===== src/rtl/mem_access_arbiter.sv =====
// mem_access_arbiter: shares one single-port BRAM between the CPU and the loader, with sub-word stores done as read-modify-write.
// Round-robin arbitration by default; define MEM_ARB_FIXED_PRIO_EN to give the CPU fixed priority.
module mem_access_arbiter #(
  parameter int MEM_AW = 14,
  parameter int DW = 32
) (
  input  logic              clk,
  input  logic              reset,
  input  logic              cpu_req,
  input  logic              cpu_we,
  input  logic [31:0]       cpu_addr,
  input  logic [DW-1:0]     cpu_wdata,
  input  logic [DW/8-1:0]   cpu_be,
  output logic              cpu_ready,
  output logic [DW-1:0]     cpu_rdata,
  input  logic              ld_req,
  input  logic              ld_we,
  input  logic [31:0]       ld_addr,
  input  logic [DW-1:0]     ld_wdata,
  input  logic [DW/8-1:0]   ld_be,
  output logic              ld_ready,
  output logic [DW-1:0]     ld_rdata,
  output logic              mem_en,
  output logic              mem_we,
  output logic [MEM_AW-1:0] mem_addr,
  output logic [DW-1:0]     mem_wdata,
  input  logic [DW-1:0]     mem_rdata,
  output logic              busy
);
  typedef enum logic [1:0] {IDLE, ACCESS, FINISH} state_t;
  state_t state, state_nxt;
  logic grant, win, own, we_q, full_w, null_w, done;
  logic [MEM_AW-1:0] addr_q;
  logic [DW-1:0] wdata_q, merged, cpu_rdata_q, ld_rdata_q;
  logic [DW/8-1:0] be_q;
  logic unused;
  assign unused = ^{cpu_addr[31:MEM_AW+2], cpu_addr[1:0], ld_addr[31:MEM_AW+2], ld_addr[1:0]};
  assign grant = state == IDLE && (cpu_req || ld_req);
`ifdef MEM_ARB_FIXED_PRIO_EN
  assign win = !cpu_req;
`else
  logic last_owner;
  // win/own/last_owner: 1 = loader, 0 = CPU
  assign win = cpu_req && ld_req ? !last_owner : !cpu_req;
  always_ff @(posedge clk or negedge reset)
    if (!reset) last_owner <= 1'b1;
    else if (grant) last_owner <= win;
`endif
  always_ff @(posedge clk or negedge reset)
    if (!reset) state <= IDLE;
    else state <= state_nxt;
  always_comb begin
    state_nxt = state == IDLE ? (grant ? ACCESS : IDLE) :
                state == ACCESS && !(full_w || null_w) ? FINISH : IDLE;
  end
  always_ff @(posedge clk or negedge reset)
    if (!reset) begin
      own <= 1'b0;
      we_q <= 1'b0;
      addr_q <= '0;
      wdata_q <= '0;
      be_q <= '0;
    end else if (grant) begin
      own <= win;
      we_q <= win ? ld_we : cpu_we;
      addr_q <= win ? ld_addr[MEM_AW+1:2] : cpu_addr[MEM_AW+1:2];
      wdata_q <= win ? ld_wdata : cpu_wdata;
      be_q <= win ? ld_be : cpu_be;
    end
  // Read data is captured at completion and held until that requester's next read
  always_ff @(posedge clk or negedge reset)
    if (!reset) begin
      cpu_rdata_q <= '0;
      ld_rdata_q <= '0;
    end else if (state == FINISH && !we_q) begin
      if (own) ld_rdata_q <= mem_rdata;
      else cpu_rdata_q <= mem_rdata;
    end
  for (genvar i = 0; i < DW/8; i++)
    assign merged[8*i +: 8] = be_q[i] ? wdata_q[8*i +: 8] : mem_rdata[8*i +: 8];
  always_comb begin
    full_w = we_q && &be_q;
    null_w = we_q && be_q == '0;
    done = state == FINISH || (state == ACCESS && (full_w || null_w));
    mem_en = state == ACCESS ? !null_w : state == FINISH && we_q;
    mem_we = state == ACCESS ? full_w : state == FINISH && we_q;
    mem_addr = state == IDLE ? '0 : addr_q;
    mem_wdata = state == ACCESS && full_w ? wdata_q : state == FINISH && we_q ? merged : '0;
    cpu_ready = done && !own;
    ld_ready = done && own;
    cpu_rdata = state == FINISH && !we_q && !own ? mem_rdata : cpu_rdata_q;
    ld_rdata = state == FINISH && !we_q && own ? mem_rdata : ld_rdata_q;
    busy = state != IDLE;
  end
endmodule


===== config.mk =====
export PLATFORM = sky130hd
export DESIGN_NAME = mem_access_arbiter
export DESIGN_NICKNAME = d
export VERILOG_FILES = /design/src/rtl/mem_access_arbiter.sv
export SDC_FILE = /design/constraint.sdc
export NUM_CORES = 1
export LEC_CHECK = 0
export BUFFER_PORTS_ARGS = -buffer_cell sky130_fd_sc_hd__buf_4
export CAP_MARGIN = 20
export CORE_ASPECT_RATIO = 0.5
export CORE_MARGIN = 5
export CORE_UTILIZATION = 35
export DETAILED_ROUTE_END_ITERATION = 16
export MAX_ROUTING_LAYER = met4
export SLEW_MARGIN = 5
export SYNTH_ARGS = -nofsm -noshare
export SYNTH_HDL_FRONTEND = slang
export SYNTH_SLANG_ARGS = --single-unit

===== constraint.sdc =====
create_clock -name clk -period 1.93 [get_ports clk]
set_input_delay 0.193 -clock clk [delete_from_list [all_inputs] [get_ports clk]]
set_output_delay 0.193 -clock clk [all_outputs]
set_load 0.02 [all_outputs]

==> qor.yml <==
maxSlewHeadroom_pct: 22.1
path_max_fanout: 8
ys_dominant_reg_cell: "dfrtp_1"
row_count: 34
layout_setup_ws_ns: -0.287
cap_violations: 0
crit-reg2reg-launch: "last_owner$_DFFE_PN1P_"
wl_per_cell_um: 21.2
chipWidth_um: 199
cts_tree: "built"
portBuffers: 252
arrival_ns: 2.02
syn_area_per_cell_sq_um: 10.1
first_pass_iters: 5
dp_hpwl_um: 15100
rsz0062_at_grt: "true"
timing.rr.end: "addr_q[10]$_DFFE_PN0P_"
drc: 0
netSwitchingPower_uw: 7290
worstPathBufferInverterCount: 3
leakage_uw: 0.00484
swShare_pct: 39.4
first_global_vias: 6146
reg2reg_depth: 3
drive_gt1_share_pct: 54.5
slew_violations: 0
min-delay-start: "mem_rdata[23]"
start_util_pct: 35.8
worstHoldEndpoint: "cpu_rdata_q[23]$_DFFE_PN0P_"
fp.dieArea_sq_um: 20800
clock-root-buffer: "clkbuf_16"
clock-sinks: 119
crit_type: "register to primary output"
dieHeight_um: 104
fin_crit_sh_pct: 115
ant_nets: 0
intPower_uw: 11200
num-fill-cells: 1400
cts_inserted_buffers: 17
critPathMaxStageDelay_ns: 0.38
p_comb_share_pct: 58.2
synth-edff-count: 0
core_sq_um: 17400
r2r_slack_ns: 0.08
synth_cell_type_count: 35
wirelength_um: 24400
insertedDiodeCount: 0
hold_class: "input port to register"
finalSetupViolations: 100
ys_seq_area_share_pct: 47.7
synthCells: 619
crit_path_start_kind: "register"
max-vdd-ir-drop_v: 0.00104
pwr_density_cell_nw_per_um2: 1750
grt.overflow.total: 0
grt_use_total_pct: 22.7
p_seq_share_pct: 23.4
max_freq_ghz: 0.451
power_frac_clock_pct: 18.5
grt_pass1_wl_um: 35700
crit_slowest_cell: "dfrtp_1"
cpLargestDelayFamily: "buffers and inverters"
drt-initial-drc-count: 360
clk_pin_slew_ns: 0.06
fin_crit_ns: 2.22
power.total_uw: 18500
ys_seq_elements: 119
status: "complete, but fails checks"
clockBufferDepth: 2
netlist_area_sq_um: 6250
clock_skew_ns: 0.00893
violations: "setup timing"
hold_depth: 2
crit_chain: "nand2b_4 -> nor3b_4 -> buf_6 -> clkbuf_16 -> mux2_4 -> buf_6"
grt_max_degree: 53
final_nets: 1074
ys_warn_count: 0
end_kind: "primary output"
tightest_slew_ns: 1.16
cp_data_required_time_ns: 1.74
htreeDepth: 4
via_count: 6025
io-pin-count: 289
clkLatencyLatePin_ns: 0.42
placed_area_sq_um: 8410
antenna_found_initial: 0
post-place-ws_ns: 0.0632
fin_util_pct: 60.5
critPathMostFrequentCell: "buf_6"
hold_violations: 0
synth_nets: 793
area_growth_pct: 68.8
via_per_inst: 5.25
design_area_sq_um: 10500
tns_ns: -18.85
gp_congestion: 0.947
async_reset_ff_share_pct: 100
==> power groups by stage <==
stage	registers, uW	logic, uW	clock network (uW)
floorplan	4090	5240	0
global placement	4250	8110	0
detailed placement	4300	8200	0
CTS	4270	9820	3470
global route	4430	11400	3580
finish	4320	10800	3410
==> worst max path at each step <==
| stage | start | end | slack, ns | depth (start not counted) |
|---|---|---|---|---|
| finish | state[0]$_DFF_PN0_ | ld_rdata[25] | -0.29 | 6 |
| global route | state[0]$_DFF_PN0_ | ld_rdata[30] | -0.36 | 6 |
| CTS | state[0]$_DFF_PN0_ | ld_rdata[25] | -0.30 | 6 |
| detailed placement | state[0]$_DFF_PN0_ | ld_rdata[2] | 0.06 | 5 |
| global placement | state[0]$_DFF_PN0_ | ld_rdata[2] | 0.1 | 5 |
| floorplan | be_q[3]$_DFFE_PN0P_ | ld_ready | 0.17 | 4 |
==> cell families after synthesis <==
group                  count (synthesis)  synth area share (%)
and+or+nand+nor                      145                  11.2
AOI/OAI and AO/OA                    192                  22.0
DFF                                  119                  47.7
muxes                                 64                  11.5
buffers and inverters                 99                  7.59
==> cell usage in the layout, fill, tap and decap left out, types with 5 or more instances in the layout <==
| cell | Yosys | routed |
|---|---|---|
| buf_16 | 0 | 5 |
| clkinvlp_4 | 0 | 5 |
| a31oi_4 | 10 | 10 |
| buf_4 | 10 | 199 |
| clkbuf_16 | 0 | 19 |
| inv_1 | 36 | 35 |
| nor2b_1 | 15 | 14 |
| a2bb2oi_2 | 0 | 25 |
| nor2_2 | 0 | 9 |
| nor2_1 | 65 | 55 |
| mux2_4 | 0 | 64 |
| nand3_1 | 52 | 52 |
| a2bb2oi_4 | 0 | 7 |
| a31oi_2 | 10 | 10 |
| a31oi_1 | 31 | 31 |
| dfrtp_1 | 118 | 117 |
| a21oi_1 | 52 | 52 |
| buf_12 | 1 | 10 |
| o21ai_0 | 52 | 52 |
| buf_6 | 5 | 106 |
==> sequential cells by signal, summed over array words and instances (netlist names) <==
signal       count
last_owner       1
ld_rdata_q      32
addr_q          14
cpu_rdata_q     32
wdata_q         32
be_q             4
state            2
own              1
we_q             1
==> repair_timing <==
| item | 4_1_cts | 5_1_grt |
|---|---|---|
| buffers inserted | 22 | 15 |
| gates resized for setup | 163 | 84 |
| endpoints found under the hold margin | 21 | 0 |
| hold buffers | 1 | 0 |
| endpoints found under the setup margin | 103 | 123 |
| cloned | 8 | 3 |
| pin swaps | 21 | 12 |
==> synthesized netlist by cell type (2+ instances only) <==
| cell | number | share of area [%] |
|---|---|---|
| buf_2 | 8 | 0.64 |
| mux2_2 | 57 | 10 |
| nor2b_1 | 15 | 1.5 |
| and4_1 | 2 | 0.28 |
| nor2_1 | 65 | 3.9 |
| a31oi_2 | 10 | 2.0 |
| mux2_1 | 7 | 1.3 |
| a2bb2oi_1 | 32 | 4.5 |
| o21ai_0 | 52 | 4.2 |
| a31oi_1 | 31 | 3.1 |
| buf_4 | 10 | 1.2 |
| nand2b_1 | 2 | 0.20 |
| inv_1 | 36 | 2.2 |
| a31oi_4 | 10 | 3.4 |
| nand3_1 | 52 | 4.2 |
| o21a_1 | 2 | 0.24 |
| clkbuf_1 | 38 | 2.3 |
| buf_6 | 5 | 0.90 |
| a21oi_1 | 52 | 4.2 |
| dfrtp_1 | 118 | 47 |
==> routing by layer <==
metal | share of wire [%] | GRT usage [%] | vias to the layer above
li1 | - | - | 2785
met1 | 43 | 30.4 | 2972
met2 | 49 | 35.0 | 239
met3 | 6.2 | 5.05 | 29
met4 | 1.8 | 5.90 | 0
met5 | 0 | - | -
==> stage by stage <==
step	hold WS (ns)	instances
3_3_place_gp	0.144	1071
2_1_floorplan	-0.103	619
5_1_grt	0.0324	1147
4_1_cts	0.0255	1134
6_report	0.0453	1147
3_5_place_dp	0.141	1071
==> cell type report <==
cell class	instances	area, sq um	area share (%)
multi-input combinational	402	3410	32.3
timing repair buffer	324	3100	29.4
sequential	119	2980	28.3
clock buffer	17	425	4.03
tap	234	293	2.78
clock inverter	15	203	1.92
inverter	36	135	1.28
No activity file was read; power rests on OpenSTA's default activity.
